`config.mk`:
```
export PLATFORM = sky130hd
export DESIGN_NAME = b2_bcd
export DESIGN_NICKNAME = d
export VERILOG_FILES = /design/src/rtl/b2_bcd_pkg.sv /design/src/rtl/bcd_dd_core.sv /design/src/rtl/b2_bcd.sv
export SDC_FILE = /design/constraint.sdc
export NUM_CORES = 1
export LEC_CHECK = 0
export CORE_UTILIZATION = 35
export CTS_CLUSTER_DIAMETER = 30
export DETAILED_ROUTE_END_ITERATION = 6
export HOLD_SLACK_MARGIN = 0.08
export MAX_ROUTING_LAYER = met4
export SYNTH_ARGS = -nofsm -noshare
export SYNTH_HDL_FRONTEND = slang
export SYNTH_SLANG_ARGS = --single-unit
```
`constraint.sdc`:
```
create_clock -name clk -period 2 [get_ports clk]
set_clock_uncertainty 0.1 [all_clocks]
set_input_delay 0.4 -clock clk [delete_from_list [all_inputs] [get_ports clk]]
set_output_delay 0.4 -clock clk [all_outputs]
set_load 0.01 [all_outputs]
```
`src/rtl/b2_bcd_pkg.sv`:
```
// rtl/b2_bcd_pkg.sv - shared constants, sequencer states and digit correction for b2_bcd
`timescale 1ns/1ps
package b2_bcd_pkg;

  localparam int IN_W         = 12;
  localparam int DIGITS       = 4;
  localparam int SHIFT_CYCLES = 12;

  typedef enum logic [1:0] {
    LOAD,
    SHIFT,
    UPDATE
  } seq_state_t;

  // Double-dabble pre-shift correction: a digit >= 5 would overflow past 9 once doubled.
  function automatic logic [3:0] add3(input logic [3:0] d);
    return (d >= 4'd5) ? d + 4'd3 : d;
  endfunction

endpackage

```
`src/rtl/bcd_dd_core.sv`:
```
// rtl/bcd_dd_core.sv - one channel of double-dabble: binary shift register, BCD accumulator, output digits
`timescale 1ns/1ps
module bcd_dd_core #(
  parameter int IN_W   = 12,
  parameter int DIGITS = 4
) (
  input  logic                  clk,
  input  logic                  rst_n,
  input  logic                  load_en,
  input  logic                  shift_en,
  input  logic                  update_en,
  input  logic [IN_W-1:0]       din,
  output logic [4*DIGITS-1:0]   dout
);
  import b2_bcd_pkg::*;

  logic [IN_W-1:0]     bin_q;
  logic [4*DIGITS-1:0] acc_q;
  logic [4*DIGITS-1:0] acc_adj;

  always_comb begin
    acc_adj = acc_q;
    for (int i = 0; i < DIGITS; i++) begin
      acc_adj[4*i +: 4] = add3(acc_q[4*i +: 4]);
    end
  end

  // Outputs only move on update_en, so partial sums never become visible.
  always_ff @(posedge clk or negedge rst_n) begin
    if (!rst_n) begin
      bin_q <= '0;
      acc_q <= '0;
      dout  <= '0;
    end else begin
      if (load_en) begin
        bin_q <= din;
        acc_q <= '0;
      end else if (shift_en) begin
        {acc_q, bin_q} <= {acc_adj, bin_q} << 1;
      end
      if (update_en) begin
        dout <= acc_q;
      end
    end
  end

endmodule

```
`src/rtl/b2_bcd.sv`:
```
// rtl/b2_bcd.sv - free-running dual-channel binary to BCD converter with a shared sequencer
`timescale 1ns/1ps
module b2_bcd #(
  parameter int IN_W   = 12,
  parameter int DIGITS = 4
) (
  input  logic            clk,
  input  logic            rst_n,
  input  logic [IN_W-1:0] v1,
  input  logic [IN_W-1:0] v2,
  output logic [3:0]      DV10,
  output logic [3:0]      DV11,
  output logic [3:0]      DV12,
  output logic [3:0]      DV13,
  output logic [3:0]      DV20,
  output logic [3:0]      DV21,
  output logic [3:0]      DV22,
  output logic [3:0]      DV23
);
  import b2_bcd_pkg::*;

  seq_state_t          state, state_nxt;
  logic [3:0]          cnt;
  logic                load_en, shift_en, update_en;
  logic [4*DIGITS-1:0] d1, d2;

  always_ff @(posedge clk or negedge rst_n) begin
    if (!rst_n) begin
      state <= LOAD;
      cnt   <= '0;
    end else begin
      state <= state_nxt;
      cnt   <= (state == SHIFT) ? cnt + 4'd1 : 4'd0;
    end
  end

  // LOAD(1) + SHIFT(12) + UPDATE(1) gives a fixed 14-cycle period.
  always_comb begin
    state_nxt = state;
    load_en   = 1'b0;
    shift_en  = 1'b0;
    update_en = 1'b0;
    case (state)
      LOAD: begin
        load_en   = 1'b1;
        state_nxt = SHIFT;
      end
      SHIFT: begin
        shift_en = 1'b1;
        if (cnt == 4'(SHIFT_CYCLES - 1)) state_nxt = UPDATE;
      end
      UPDATE: begin
        update_en = 1'b1;
        state_nxt = LOAD;
      end
      default: state_nxt = LOAD;
    endcase
  end

  bcd_dd_core #(.IN_W(IN_W), .DIGITS(DIGITS)) u_ch1 (
    .clk       (clk),
    .rst_n     (rst_n),
    .load_en   (load_en),
    .shift_en  (shift_en),
    .update_en (update_en),
    .din       (v1),
    .dout      (d1)
  );

  bcd_dd_core #(.IN_W(IN_W), .DIGITS(DIGITS)) u_ch2 (
    .clk       (clk),
    .rst_n     (rst_n),
    .load_en   (load_en),
    .shift_en  (shift_en),
    .update_en (update_en),
    .din       (v2),
    .dout      (d2)
  );

  assign {DV13, DV12, DV11, DV10} = d1[15:0];
  assign {DV23, DV22, DV21, DV20} = d2[15:0];

endmodule

```
==> impl_metrics.csv <==
group,metric,value,unit
cells_and_area,syn2layout_area_growth,24.05,%
worst_setup_path,worstPathCellList,"clkdlybuf4s50_1",
floorplanning,start_util,35.78,%
cts,insertion_delay,0.34,ns
synthesis,syn-cell-area,4516,µm²
synthesis,synth_top_area_share,52.09,%
floorplanning,die_x,115.6,µm
worst_setup_path,worstReg2RegStart,"state[0]$_DFFE_PN0P_",
sta,slew_headroom,70.17,%
cells_and_area,diodes,0,
synthesis,synth_top_family_by_area,"compound AO/OA/AOI/OAI gates",
grt,grt_pass1_wl,15610,µm
synthesis,syn_inst,412,
floorplanning,die_h,115.6,µm
cts,clkSlewWorstSetupHoldPaths,0.06,ns
power_and_ir_drop,total_power,5.024,mW
worst_setup_path,max_stage_delay,0.57,ns
floorplanning,die-area,13360,µm²
sta,slew_viol_final,0,
min_path,hp-class,"flip-flop to flip-flop",
cells_and_area,drive_gt1_share,9.091,%
routing,routed_wl,9072,µm
cts,cts-root-buf,"clkbuf_16",
cells_and_area,final_area,5602,µm²
place,port_buffers,57,
worst_setup_path,crit_buf_inv,1,
floorplanning,pin_count,58,
synthesis,ys_seq_elements,94,
cts,cts_made_buffers,9,
worst_setup_path,cp-end-kind,"output pin",
outcome,status,"finished, final reports clean",
synthesis,yosys.area_share.simple,9.670,%
synthesis,yosysTopAreaCell,"dfrtp_1",
grt,grt_remaining_overflow,0,
synthesis,synth_mux_area_share,8.700,%
synthesis,ys_seq_area_share,52.09,%
run,drv_cap,0,
synthesis,synth_compound_area_share,18.40,%
routing,vias,3234,
sta,period_share,88.92,%
synthesis,synth_cell_types,38,
worst_setup_path,crit_type,"flip-flop to output pin",
grt,grt_pass1_vias,3222,
sta,finalCriticalPeriod,1.778,ns
synthesis,syn_nets,455,
synthesis,synthAdderAreaFrac,4.710,%
worst_setup_path,crit_fanout,2,
grt,antenna_found_initial,0,
sta,max_freq,0.5623,GHz
cts,cts_tree,"yes",
worst_setup_path,cp_data_arrival_time,1.28,ns
cts,cts_setup_buffers,0,
routing,via_per_inst,5.014,
synthesis,synth_xor_area_share,1.552,%
grt,grt_max_degree,50,
grt,gr-usage-all-layers,15.60,%
cts,cts_sinks,94,
power_and_ir_drop,p_per_area,896.9,nW/µm²
routing,drc,0,
synthesis,yosysWarnings,0,
place,place_inst,628,
place,dpl_cell_area,5290,µm²
routing,drt_iter0_drc,149,
sta,tns,0,ns
worst_setup_path,cpMaxStageDelayCell,"clkdlybuf4s50_1",
synthesis,avgSynthCellArea,10.96,µm²
worst_setup_path,critPathLaunch,"u_ch1.dout[15]$_DFFE_PN0N_",
sta,rsz0062_at_grt,"no",
routing,wl_per_cell,14.07,µm
power_and_ir_drop,irDropWorstVdd,0.3762,mV
sta,setup_violations,0,
power_and_ir_drop,p_leak,2.599,nW
cells_and_area,finalNetCount,511,
place,dpl.hpwl,6269,µm
worst_setup_path,required,1.50,ns
sta,report.final.hold_viol_count,0,
worst_setup_path,cp-start-kind,"flip-flop",
synthesis,yosys-top-cells-area,"dfrtp_1, o21ai_0, nand2_1",
routing,drt_first_pass_iters,4,
sta,worst_slew_pin_slew,0.4362,ns
floorplanning,core_area,12620,µm²
floorplanning,rows,41,
worst_setup_path,critical-path-top-delay-family,"buffers and inverters",
routing,antenna_left,0,
cts,clock_path_buffers,2,
cells_and_area,instances_no_fill,645,
place,gp_congestion,0.7937,
min_path,min_from,"cnt[0]$_DFF_PN0_",
cts,htree_levels,3,
-- sequential cells by signal, summed over array words and instances, names as in the netlist --
name / count
u_ch2.dout: 16
state: 2
u_ch2.bin_q: 12
u_ch1.dout: 16
u_ch2.acc_q: 16
u_ch1.acc_q: 16
u_ch1.bin_q: 12
cnt: 4
-- area by class of cell --
type	count	area, µm²
clock buffer	12	256.5
sequential	94	2355
inverter	21	78.83
timing repair buffer	70	705.7
fill	1234	7018
clock inverter	4	45.04
multi-input combinational	272	1946
tap	172	215.2
-- report_power, final --
part	total [mW]	switching [mW]	leakage, nW	internal [mW]
clock	1.73	0.699	0.152	1.03
combinational	0.993	0.381	1.22	0.611
sequential	2.30	0.165	1.22	2.14
total	5.02	1.25	2.60	3.78
-- cell usage in the layout, fill, tap and decap left out, drive strengths merged --
cell type	count
a32o	6
dfrtp	94
xor2	1
clkinv	3
a2111oi	12
nand2b	10
mux2	12
a2111o	2
nand2	59
xnor2	7
buf	13
o311ai	3
inv	21
dlygate4sd3	1
ha	17
and2	1
o211ai	1
nor2b	2
a22o	11
o2bb2ai	4
and4	1
bufinv	1
o31ai	3
nand3	1
a41oi	1
clkbuf	12
nand3b	3
nor2	16
nor3b	5
o21ai	50
mux2i	22
o21a	1
a21o	6
a221o	12
a21oi	1
o2111ai	2
clkdlybuf4s50	56
-- metrics by stage --
stage / utilization, % / setup WS, ns / hold WS, ns
2_1_floorplan: - / 0.5611 / 0.004409
3_5_place_dp: 41.92 / 0.3303 / 0.2619
6_report: 44.39 / 0.2217 / 0.3609
4_1_cts: 44.39 / 0.1903 / 0.3644
3_3_place_gp: 41.92 / 0.3795 / 0.2516
5_1_grt: 44.39 / 0.1567 / 0.3959
-- synthesized netlist by cell type (all sizes together) --
library cell,number
nor3b,5
o21ai,50
dfrtp,94
a2111oi,12
nand2,59
o2bb2ai,4
o21a,1
nor2,16
a41oi,1
clkbuf,8
mux2i,22
xnor2,7
a22o,11
o211ai,1
ha,17
nor2b,2
nand2b,10
a2111o,2
o311ai,3
and2,1
nand3b,3
a21o,6
a21oi,1
nand3,1
o31ai,3
mux2,12
buf,17
a221o,12
o2111ai,2
a32o,6
inv,21
xor2,1
and4,1
-- metal layers --
metal  part of all wire (%)  up-vias  GRT usage (%)
met1                     49     1579          19.70
met4                    1.8        0          6.753
met5                      0        -              -
li1                       -     1596              -
met3                    3.1       12          3.347
met2                     46       47          24.15
-- path summary, 6_finish.rpt --
check / slack [ns] / depth (start not counted) / end
min reg2reg: 0.36 / 1 / cnt[0]$_DFF_PN0_
max: 0.22 / 1 / DV13[3]
min: 0.36 / 1 / cnt[0]$_DFF_PN0_
max in group asynchronous: 0.83 / 3 / state[0]$_DFFE_PN0P_
max reg2reg: 0.33 / 3 / u_ch2.dout[2]$_DFFE_PN0N_
min in group asynchronous: 0.43 / 2 / u_ch2.dout[2]$_DFFE_PN0N_
-- repair_timing --
item / 4_1_cts / 5_1_grt
endpoints found under the hold margin: 25 / 0
hold buffers: 1 / 0
resized for setup: 0 / 0
-- cell families after synthesis --
| family | count (synthesis) |
|---|---|
| AO/OA/AOI/OAI | 115 |
| AND/OR/NAND/NOR | 98 |
| flip-flops | 94 |
| buffers and inverters | 46 |
| multiplexers | 34 |
| adder cells (fa/ha/maj) | 17 |
| XOR/XNOR | 8 |
Note: power is estimated with default switching activity, not from simulation.
